===== src/rtl/mips_fetch_pkg.sv =====
// Shared definitions for the instruction fetch stage.
//   RESET_PC_DEF  : default first fetch address after reset
//   WORD_BYTES    : bytes per instruction word (PC step)
//   fetch_state_e : fetch FSM states
//   fetch_entry_t : one buffered instruction (PC + word)
//   align_word()  : force an address onto a word boundary
package mips_fetch_pkg;

   localparam logic [31:0] RESET_PC_DEF = 32'h0000_0000;
   localparam int          WORD_BYTES   = 4;

   typedef enum logic {
      FS_RUN   = 1'b0,
      FS_FLUSH = 1'b1
   } fetch_state_e;

   typedef struct packed {
      logic [31:0] pc;
      logic [31:0] data;
   } fetch_entry_t;

   function automatic logic [31:0] align_word(input logic [31:0] addr);
      return addr & ~32'(WORD_BYTES - 1);
   endfunction

endpackage


===== src/rtl/fetch_queue.sv =====
// In-order instruction queue: synchronous FIFO of {pc, data} entries.
// Ports:
//   clk, rst_n          : clock, async active-low reset
//   push_i/wr_pc_i/wr_data_i : write one entry
//   pop_i               : drop the head entry
//   flush_i             : empty the queue (wins over push and pop)
//   rd_pc_o/rd_data_o   : head entry (registered storage)
//   full_o/empty_o/count_o : occupancy status
module fetch_queue
   import mips_fetch_pkg::*;
#(
   parameter int DEPTH = 2
) (
   input  logic                       clk,
   input  logic                       rst_n,
   input  logic                       push_i,
   input  logic [31:0]                wr_pc_i,
   input  logic [31:0]                wr_data_i,
   input  logic                       pop_i,
   input  logic                       flush_i,
   output logic [31:0]                rd_pc_o,
   output logic [31:0]                rd_data_o,
   output logic                       full_o,
   output logic                       empty_o,
   output logic [$clog2(DEPTH+1)-1:0] count_o
);

   localparam int AW = $clog2(DEPTH);
   localparam int CW = $clog2(DEPTH + 1);

   fetch_entry_t   mem_q [DEPTH];
   logic [AW-1:0]  wr_ptr_q;
   logic [AW-1:0]  rd_ptr_q;
   logic [CW-1:0]  count_q;
   logic           do_push;
   logic           do_pop;

   assign empty_o = (count_q == '0);
   assign full_o  = (count_q == CW'(DEPTH));
   assign count_o = count_q;

   assign do_pop  = pop_i & ~empty_o;
   // A push into a full queue is only legal when the head leaves the same cycle.
   assign do_push = push_i & (~full_o | do_pop);

   assign rd_pc_o   = mem_q[rd_ptr_q].pc;
   assign rd_data_o = mem_q[rd_ptr_q].data;

   // DEPTH is a power of two, so the pointers wrap by plain overflow.
   always_ff @(posedge clk or negedge rst_n) begin
      if (!rst_n) begin
         for (int i = 0; i < DEPTH; i++) begin
            mem_q[i] <= '0;
         end
         wr_ptr_q <= '0;
         rd_ptr_q <= '0;
         count_q  <= '0;
      end else if (flush_i) begin
         wr_ptr_q <= '0;
         rd_ptr_q <= '0;
         count_q  <= '0;
      end else begin
         if (do_push) begin
            mem_q[wr_ptr_q] <= '{pc: wr_pc_i, data: wr_data_i};
            wr_ptr_q        <= wr_ptr_q + AW'(1);
         end
         if (do_pop) begin
            rd_ptr_q <= rd_ptr_q + AW'(1);
         end
         count_q <= count_q + CW'(do_push) - CW'(do_pop);
      end
   end

endmodule


===== src/rtl/inst_fetch_unit.sv =====
// Fetch stage: issues word-aligned instruction reads, buffers returned words with
// their PC and hands them downstream; redirects flush buffered and in-flight fetches.
// Ports:
//   clk, rst_n                      : clock, async active-low reset
//   fetch_en                        : permit new requests
//   imem_req_valid/ready/addr       : request channel to instruction memory
//   imem_rsp_valid/data             : in-order read responses
//   redirect_valid/pc               : branch/jump restart
//   inst_valid/ready/data/pc/pc_add4: instruction channel to decode
//
// state    | meaning
// FS_RUN   | normal fetching, every response is kept
// FS_FLUSH | stale responses from before a redirect are still due and get dropped
module inst_fetch_unit
   import mips_fetch_pkg::*;
#(
   parameter logic [31:0] RESET_PC  = RESET_PC_DEF,
   parameter int          QDEPTH    = 2,
   parameter int          MAX_OUTST = 2
) (
   input  logic        clk,
   input  logic        rst_n,
   input  logic        fetch_en,
   output logic        imem_req_valid,
   input  logic        imem_req_ready,
   output logic [31:0] imem_req_addr,
   input  logic        imem_rsp_valid,
   input  logic [31:0] imem_rsp_data,
   input  logic        redirect_valid,
   input  logic [31:0] redirect_pc,
   output logic        inst_valid,
   input  logic        inst_ready,
   output logic [31:0] inst_data,
   output logic [31:0] inst_pc,
   output logic [31:0] inst_pc_add4
);

   localparam int OW = $clog2(MAX_OUTST + 1);
   localparam int CW = $clog2(QDEPTH + 1);

   fetch_state_e  state_q, state_d;
   logic [31:0]   fetch_pc_q, fetch_pc_d;
   logic [OW-1:0] outst_q, outst_d;
   logic [OW-1:0] drop_q, drop_d;

   logic          req_acc;
   logic          q_push, q_pop, q_flush;
   logic          q_full, q_empty;
   logic [CW-1:0] q_count;
   logic [31:0]   q_rd_pc, q_rd_data;
   logic [31:0]   rsp_pc;
   logic [CW:0]   occ_sum;

   // Words already buffered plus words still owed by memory must fit the queue.
   assign occ_sum = (CW+1)'(q_count) + (CW+1)'(outst_q);

   assign imem_req_valid = rst_n & fetch_en
                         & (outst_q < OW'(MAX_OUTST))
                         & (occ_sum < (CW+1)'(QDEPTH));
   assign imem_req_addr  = fetch_pc_q;
   assign req_acc        = imem_req_valid & imem_req_ready;

   // Once the stale words are drained, everything in flight is a contiguous run
   // ending just below fetch_pc, so the oldest response sits outst words back.
   assign rsp_pc = fetch_pc_q - (32'(outst_q) * 32'(WORD_BYTES));

   assign q_flush = redirect_valid;
   assign q_push  = imem_rsp_valid & (drop_q == '0) & ~redirect_valid;
   assign q_pop   = inst_valid & inst_ready & ~redirect_valid;

   fetch_queue #(
      .DEPTH (QDEPTH)
   ) u_queue (
      .clk       (clk),
      .rst_n     (rst_n),
      .push_i    (q_push),
      .wr_pc_i   (rsp_pc),
      .wr_data_i (imem_rsp_data),
      .pop_i     (q_pop),
      .flush_i   (q_flush),
      .rd_pc_o   (q_rd_pc),
      .rd_data_o (q_rd_data),
      .full_o    (q_full),
      .empty_o   (q_empty),
      .count_o   (q_count)
   );

   assign inst_valid   = ~q_empty;
   assign inst_data    = inst_valid ? q_rd_data : '0;
   assign inst_pc      = inst_valid ? q_rd_pc : '0;
   assign inst_pc_add4 = inst_valid ? (q_rd_pc + 32'(WORD_BYTES)) : '0;

   always_comb begin
      state_d    = state_q;
      fetch_pc_d = fetch_pc_q;
      outst_d    = outst_q;
      drop_d     = drop_q;

      if (req_acc) begin
         fetch_pc_d = fetch_pc_q + 32'(WORD_BYTES);
         outst_d    = outst_q + OW'(1);
      end
      if (imem_rsp_valid) begin
         outst_d = outst_d - OW'(1);
         if (drop_q != '0) begin
            drop_d = drop_q - OW'(1);
         end
      end
      // Everything still owed after this cycle predates the new target.
      if (redirect_valid) begin
         fetch_pc_d = align_word(redirect_pc);
         drop_d     = outst_d;
      end

      case (state_q)
         FS_RUN:   if (redirect_valid && (outst_d != '0)) state_d = FS_FLUSH;
         FS_FLUSH: if (drop_d == '0) state_d = FS_RUN;
         default:  state_d = FS_RUN;
      endcase
   end

   always_ff @(posedge clk or negedge rst_n) begin
      if (!rst_n) begin
         state_q    <= FS_RUN;
         fetch_pc_q <= RESET_PC;
         outst_q    <= '0;
         drop_q     <= '0;
      end else begin
         state_q    <= state_d;
         fetch_pc_q <= fetch_pc_d;
         outst_q    <= outst_d;
         drop_q     <= drop_d;
      end
   end

   a_rsp_expected: assert property (@(posedge clk) disable iff (!rst_n)
      imem_rsp_valid |-> (outst_q != '0));

   a_no_overflow: assert property (@(posedge clk) disable iff (!rst_n)
      (q_push && q_full) |-> q_pop);

   a_drop_bounded: assert property (@(posedge clk) disable iff (!rst_n)
      drop_q <= outst_q);

endmodule

===== config.mk =====
export PLATFORM = sky130hd
export DESIGN_NAME = inst_fetch_unit
export DESIGN_NICKNAME = d
export VERILOG_FILES = /design/src/rtl/mips_fetch_pkg.sv /design/src/rtl/fetch_queue.sv /design/src/rtl/inst_fetch_unit.sv
export SDC_FILE = /design/constraint.sdc
export NUM_CORES = 1
export LEC_CHECK = 0
export CAP_MARGIN = 15
export CORE_MARGIN = 10
export CORE_UTILIZATION = 56
export DETAILED_ROUTE_END_ITERATION = 10
export GPL_ROUTABILITY_DRIVEN = 0
export GPL_TIMING_DRIVEN = 0
export PLACE_DENSITY_LB_ADDON = 0.3
export RECOVER_POWER = 100
export SETUP_SLACK_MARGIN = 0.2
export SLEW_MARGIN = 10
export SYNTH_ARGS = -nofsm -noshare
export SYNTH_HDL_FRONTEND = slang
export SYNTH_SLANG_ARGS = --single-unit

===== constraint.sdc =====
create_clock -name clk -period 10.5 [get_ports clk]
set_clock_uncertainty 0.2 [all_clocks]
set_input_delay 2.1 -clock clk [delete_from_list [all_inputs] [get_ports clk]]
set_output_delay 2.1 -clock clk [all_outputs]
set_load 0.03 [all_outputs]

==> reports/metrics.csv, run 1 <==
stage,metric,value,unit
timing,finalCritPeriodShare,0.775,
clocking,clkTransAtPathRegs,0.06,ns
timing,min_period,8.13,ns
worst_setup_path,critPathCaptureType,output pin,
logic_synthesis,yosysUniqueCellTypes,55,
power,p_sw,1.24,mW
power,vdd_ir_drop_max,145,uV
die,die_h,148,um
logic_synthesis,ys_warn_count,0,
power,seq_power_share,0.345,
die,start_util,0.574,
logic_synthesis,synth_seq_area_share,0.443,
logic_synthesis,syn_area,9150,um2
global_route,antenna_found_initial,2,
clocking,numCtsBuffers,17,
logic_synthesis,postSynthCellCount,1019,
placement,dp_hpwl,20.5,mm
power,p_sw_frac,0.410,
worst_setup_path,crit_path_start_kind,flop,
logic_synthesis,async_flop_share,1.00,
final_layout,final_area,12000,um2
drt,drt-initial-drc-count,633,
final_layout,nets,1316,
logic_synthesis,syn_avg_cell_area,8.98,um2
drt,dr.pass1.iters,5,
clocking,cts_sinks,162,
timing,drv_slew,0,
drt,remaining_drc_errors,0,
clocking,clockBufferDepth,2,
worst_setup_path,worstPathRequired,8.20,ns
die,core,15900,um2
drt,routed_wl,27.7,mm
timing,hold_ws,0.280,ns
timing,max_freq,123,MHz
timing,slew-limit-headroom,0.222,
timing,rsz0062_at_grt,false,
clocking,clk_latency,0.43,ns
clocking,post_cts_resized,0,
worst_setup_path,crit_arrival,5.83,ns
global_route,overflow,0,
clocking,cts_setup_buffers,0,
timing,hold_viol,0,
logic_synthesis,synth_edf_count,0,
power,leakage,5.21,nW
global_route,grt_pass1_vias,8437,
drt,vias_per_cell,5.64,
power,combPwrFrac,0.435,
worst_setup_path,crit_type,flop to output pin,
die,floorplan.die_area,21900,um2
placement,io_buffers,192,
drt,ant_nets,0,
global_route,grtUsageTotal,0.249,
die,io_pins,201,
clocking,htreeDepth,4,
final_layout,area_growth,31.2,%
timing,setup_viol,0,
timing,tightest_slew,1.16,ns
worst_setup_path,path_max_fanout,10,
final_layout,fin_cells,1466,
clocking,cts.hold.buffers_added,0,
power,power.density,251,nW/um2
global_route,grt_pass1_wl,44.3,mm
logic_synthesis,synth_seq_cells,162,
drt,vias,8275,
die,die_w,148,um
hold_path,hold_path.class,flop to flop,
drt,routedWlPerCell,18.9,um
global_route,grt_start_max_net_pins,89,
power,p_int,1.78,mW
final_layout,drive_gt1_frac,0.0769,
logic_synthesis,synth_flop_cell,dfrtp_1,
clocking,cts-root-buf,clkbuf_16,
clocking,cts_tree,yes,
status,status,finished clean,
power,clkPwrFrac,0.221,
flow_run,maxCapViolations,0,
die,rows,46,
placement,place_area,11400,um2
placement,dp_cells,1433,
## through the flow
step | utilization | setup TNS, ns | power [mW] | worst slack, ns
2_1_floorplan | - | 0 | 1.87 | 5.06
3_3_place_gp | 0.713 | -1.12 | 2.32 | -1.12
3_5_place_dp | 0.715 | 0 | 2.37 | 3.92
4_1_cts | 0.755 | 0 | 3.05 | 3.52
5_1_grt | 0.753 | 0 | 3.17 | 2.10
6_report | 0.753 | 0 | 3.01 | 2.37
## cells by family (layout without fill, tap and decap cells)
family / count (synthesis) / count (layout) / synth area share
AO/OA/AOI/OAI: 125 / 125 / 0.0782
XOR/XNOR: 75 / 75 / 0.0718
adder cells (fa/ha/maj): 9 / 9 / 0.0139
buffers and inverters: 85 / 309 / 0.0418
flip-flops: 162 / 162 / 0.443
multiplexers: 102 / 102 / 0.117
other: 1 / 8 / 0.000410
AND/OR/NAND/NOR: 460 / 460 / 0.234
## cell usage after synthesis, drive strengths merged (5+ instances only)
master  number  area (um2)
nand2      189         709
dfrtp      162        4050
nor2       125         469
o21ai       69         345
mux2i       60         601
mux2        42         473
clkbuf      41         154
xnor2       41         359
buf         34         191
xor2        34         298
a21oi       33         165
nand3       29         145
nand4       21         138
nor4        19         153
nor3        16        85.1
and2        10        62.6
and3        10        62.6
inv         10        37.5
ha           7        87.6
nand2b       6        37.5
nor2b        6        37.5
o31a         6        52.6
or3          6        37.5
nand4b       5        43.8
or4          5        41.3
## worst paths after layout
| kind | start | endpoint | slack, ns | cells past startpoint |
|---|---|---|---|---|
| worst max-delay path | u_queue.rd_ptr_q$_DFFE_PN0P_ | inst_pc_add4[30] | 2.37 | 12 |
| worst min register to register | u_queue.mem_q[56]$_DFFE_PN0P_ | u_queue.mem_q[56]$_DFFE_PN0P_ | 0.28 | 2 |
| worst max register to register | outst_q[0]$_DFF_PN0_ | imem_req_addr[31]$_DFFE_PN0P_ | 7.05 | 8 |
| max in group asynchronous | rst_n | imem_req_addr[3]$_DFFE_PN0P_ | 7.81 | 2 |
| worst min-delay path | u_queue.mem_q[56]$_DFFE_PN0P_ | u_queue.mem_q[56]$_DFFE_PN0P_ | 0.28 | 2 |
| min in group asynchronous | rst_n | u_queue.mem_q[40]$_DFFE_PN0P_ | 1.48 | 1 |
## power groups by stage
stage | logic (mW) | clock network [mW] | registers [mW]
2_1_floorplan | 0.865 | 0 | 1.01
6_report | 1.31 | 0.665 | 1.04
3_5_place_dp | 1.34 | 0 | 1.04
3_3_place_gp | 1.29 | 0 | 1.02
5_1_grt | 1.42 | 0.692 | 1.06
4_1_cts | 1.35 | 0.669 | 1.03
## layout by cell type, fill, tap and decap left out, drive strengths merged, types with 5 or more instances in the layout
master           n
dlygate4sd3    114
dfrtp          162
nand4b           5
mux2            42
conb             6
or4              5
clkinvlp         5
xor2            34
clkdlybuf4s50   77
o31a             6
clkbuf          77
ha               7
and2            10
nand2          189
nor2           125
nor3            16
nand2b           6
nor4            19
xnor2           41
nand3           29
inv             12
nand4           21
nor2b            6
a21oi           33
buf             19
o21ai           69
or3              6
and3            10
mux2i           60
## area by class of cell
cell class,count,area [um2]
Antenna cell,2,5.00
Buffer,75,335
Clock buffer,19,453
Clock inverter,12,180
Fill cell,1141,3940
Inverter,10,37.5
Multi-Input combinational cell,777,4720
Sequential cell,162,4050
Tap cell,216,270
Timing Repair Buffer,193,1950
## sequential cells by signal (all words and copies together), names as in the netlist
name and flops:
u_queue.mem_q 124, imem_req_addr 30, u_queue.rd_ptr_q 1, u_queue.count_o 2, drop_q 2, outst_q 2, u_queue.wr_ptr_q 1
## critical path, cell delays in order, from the launching register on
cell and delay (ns):
dfrtp_1 0.38, buf_4 0.23, buf_6 0.18, buf_4 0.22, clkbuf_1 0.53, mux2_2 0.33
ha_1 0.19, inv_1 0.07, a211oi_1 0.90, nand4_1 0.76, nor4_1 0.51, mux2_1 0.38
dlygate4sd3_1 0.70
## routing by layer
metal | track usage | vias up | share of wire
met5 | 0 | - | 0
met4 | 0.0723 | 0 | 0.016
met3 | 0.0760 | 43 | 0.089
met2 | 0.402 | 378 | 0.48
met1 | 0.314 | 3952 | 0.42
li1 | - | 3902 | -
Note: power is estimated with default switching activity, not from simulation.
==> run 2, diff against run 1 <==
Settings changed: CORE_UTILIZATION 56 to 52.
Clock period 10.5 ns to 8.2 ns, I/O delays scaled along.
==> run 2 against run 1 <==
Effect of this change:
- the flow now finishes with violations (max-capacitance violations, max-slew violations)
- register-to-register slack worse by 2.3 ns
- global-route usage down 2.4 points
- routed wire length down 2.2%
- clock-buffer cell count down 1
- sequential power up 27%
- highest routed layer unchanged
==> reports/metrics.csv, run 2 (synthesized netlist as in run 1, its figures left out) <==
stage,metric,value,unit
clocking,clkTransAtPathRegs,0.06,ns
placement,place_area,11400,um2
clocking,post_cts_resized,0,
worst_setup_path,crit_arrival,5.30,ns
final_layout,mostFrequentLayoutCell,nand2_1,
die,floorplan.die_area,23300,um2
clocking,htreeDepth,4,
global_route,antenna_found_initial,1,
drt,routed_wl,27.1,mm
final_layout,nFillCells,1392,
timing,hold_viol,0,
clocking,cts_tree,yes,
placement,dp_cells,1442,
timing,max_freq,140,MHz
global_route,grt_pass1_wl,43.4,mm
clocking,clk_latency,0.44,ns
status,violations,"max-capacitance violations, max-slew violations",
drt,remaining_drc_errors,0,
drt,dr.pass1.iters,5,
clocking,clockBufferDepth,2,
final_layout,postLayoutCoreUtil,0.689,
hold_path,hold_depth,2,
timing,finalCritPeriodShare,0.871,
worst_setup_path,critPathCaptureType,output pin,
power,p_sw,1.56,mW
power,leakage,5.17,nW
final_layout,final_area,11900,um2
status,status,finished with violations,
timing,slew-limit-headroom,-2.06,
global_route,grt.met1_usage,0.283,
final_layout,nets,1316,
timing,min_period,7.14,ns
power,clkPwrFrac,0.203,
power,seq_power_share,0.353,
clocking,numCtsBuffers,17,
global_route,busiest_layer,met2,
clocking,cts.hold.buffers_added,0,
power,vdd_ir_drop_max,196,uV
drt,vias,8219,
hold_path,hold_path.class,flop to flop,
hold_path,min_to,u_queue.mem_q[62]$_DFFE_PN0P_,
clocking,cts_setup_buffers,0,
worst_setup_path,reg2regPathDepth,8,
worst_setup_path,crit_type,flop to output pin,
worst_setup_path,worstPathRequired,6.36,ns
drt,vias_per_cell,5.57,
global_route,overflow,0,
power,p_int,2.17,mW
final_layout,largest_reg_flops,124,
die,rows,48,
placement,dp_hpwl,20.4,mm
drt,routedWlPerCell,18.3,um
clocking,cts-root-buf,clkbuf_16,
worst_setup_path,r2r_slack,4.75,ns
timing,drv_slew,90,
worst_setup_path,crit_path_start_kind,flop,
final_layout,fin_cells,1475,
global_route,grtUsageTotal,0.224,
final_layout,drive_gt1_frac,0.0761,
drt,drt-initial-drc-count,504,
timing,tightest_slew,4.60,ns
timing,rsz0062_at_grt,false,
worst_setup_path,cp-startpoint,u_queue.rd_ptr_q$_DFFE_PN0P_,
final_layout,largest-register,u_queue.mem_q,
worst_setup_path,worst_r2r_startpoint,outst_q[0]$_DFF_PN0_,
die,die_h,153,um
final_layout,final_cell_mix,"189 x nand2_1, 162 x dfrtp_1, 125 x nor2_1",
die,start_util,0.529,
global_route,grtUsageMet3,0.0627,
placement,io_buffers,192,
hold_path,min_from,u_queue.mem_q[62]$_DFFE_PN0P_,
worst_setup_path,r2r-end,imem_req_addr[31]$_DFFE_PN0P_,
global_route,grt_pass1_vias,8299,
die,core,17300,um2
drt,ant_nets,0,
clocking,cts_sinks,162,
power,p_sw_frac,0.419,
power,power.density,313,nW/um2
die,io_pins,201,
final_layout,area_growth,30.2,%
timing,setup_viol,0,
die,die_w,153,um
global_route,grt_start_max_net_pins,90,
worst_setup_path,path_max_fanout,10,
power,combPwrFrac,0.444,
timing,fin_tns_setup,0,ns
global_route,grt_util_met2,0.363,
flow_run,maxCapViolations,1,
-- run 2: cell types whose count changed in the layout (fill, tap and decap cells not counted), moves of 2 or more --
| cell | previous run | this run |
|---|---|---|
| bufinv_16 | 4 | 1 |
| inv_6 | 2 | 5 |
| clkbuf_1 | 58 | 60 |
| clkbuf_8 | 2 | 0 |
| clkinv_2 | 1 | 3 |
| clkinv_4 | 0 | 2 |
| clkinvlp_4 | 5 | 3 |
-- run 2: critical path, stage by stage (launching register included) --
cell and delay [ns]:
dfrtp_1 0.34, buf_4 0.20, buf_6 0.18, buf_4 0.23, clkbuf_1 0.59, mux2_2 0.32
ha_1 0.20, inv_1 0.08, a211oi_2 0.57, nand4_1 0.57, nor4_1 0.49, mux2_1 0.37
dlygate4sd3_1 0.72
-- run 2: layout make-up --
| type | count | area, um2 | share of cell area |
|---|---|---|---|
| sequential | 162 | 4050 | 0.340 |
| timing repair buffer | 193 | 1930 | 0.162 |
| clock buffer | 18 | 429 | 0.0360 |
| clock inverter | 14 | 129 | 0.0108 |
| buffer | 75 | 335 | 0.0281 |
| inverter | 10 | 37.5 | 0.00315 |
| multi-input combinational | 777 | 4720 | 0.396 |
| antenna | 1 | 2.50 | 0.000210 |
| tap | 225 | 282 | 0.0236 |
-- run 2: power groups by stage --
stage          clock [mW]  combinational (mW)  sequential, mW
2_1_floorplan           0                1.11            1.29
3_3_place_gp            0                1.66            1.31
3_5_place_dp            0                1.71            1.32
4_1_cts             0.761                1.72            1.31
5_1_grt             0.800                1.80            1.35
6_report            0.757                1.66            1.32
-- run 2: worst max-delay path by stage --
stage / endpoint / slack (ns) / cells after the start
4_1_cts: inst_pc_add4[30] / 1.68 / 12
6_report: inst_pc_add4[30] / 1.06 / 12
3_3_place_gp: imem_req_valid / -2.51 / 5
5_1_grt: inst_pc_add4[30] / 0.83 / 12
2_1_floorplan: inst_pc_add4[28] / 3.22 / 11
3_5_place_dp: inst_pc_add4[30] / 2.17 / 12
-- run 2: through the flow --
| step | worst slack, ns | hold slack [ns] | total power, mW |
|---|---|---|---|
| 2_1_floorplan | 3.22 | 0.245 | 2.40 |
| 3_3_place_gp | -2.51 | 0.256 | 2.98 |
| 3_5_place_dp | 2.17 | 0.262 | 3.03 |
| 4_1_cts | 1.68 | 0.278 | 3.79 |
| 5_1_grt | 0.831 | 0.293 | 3.96 |
| 6_report | 1.06 | 0.277 | 3.73 |
-- run 2: layer usage --
layer / part of all wire / up-vias
met4: 0.021 / 0
met1: 0.43 / 3974
met2: 0.47 / 304
met3: 0.079 / 48
met5: 0 / -
li1: - / 3893
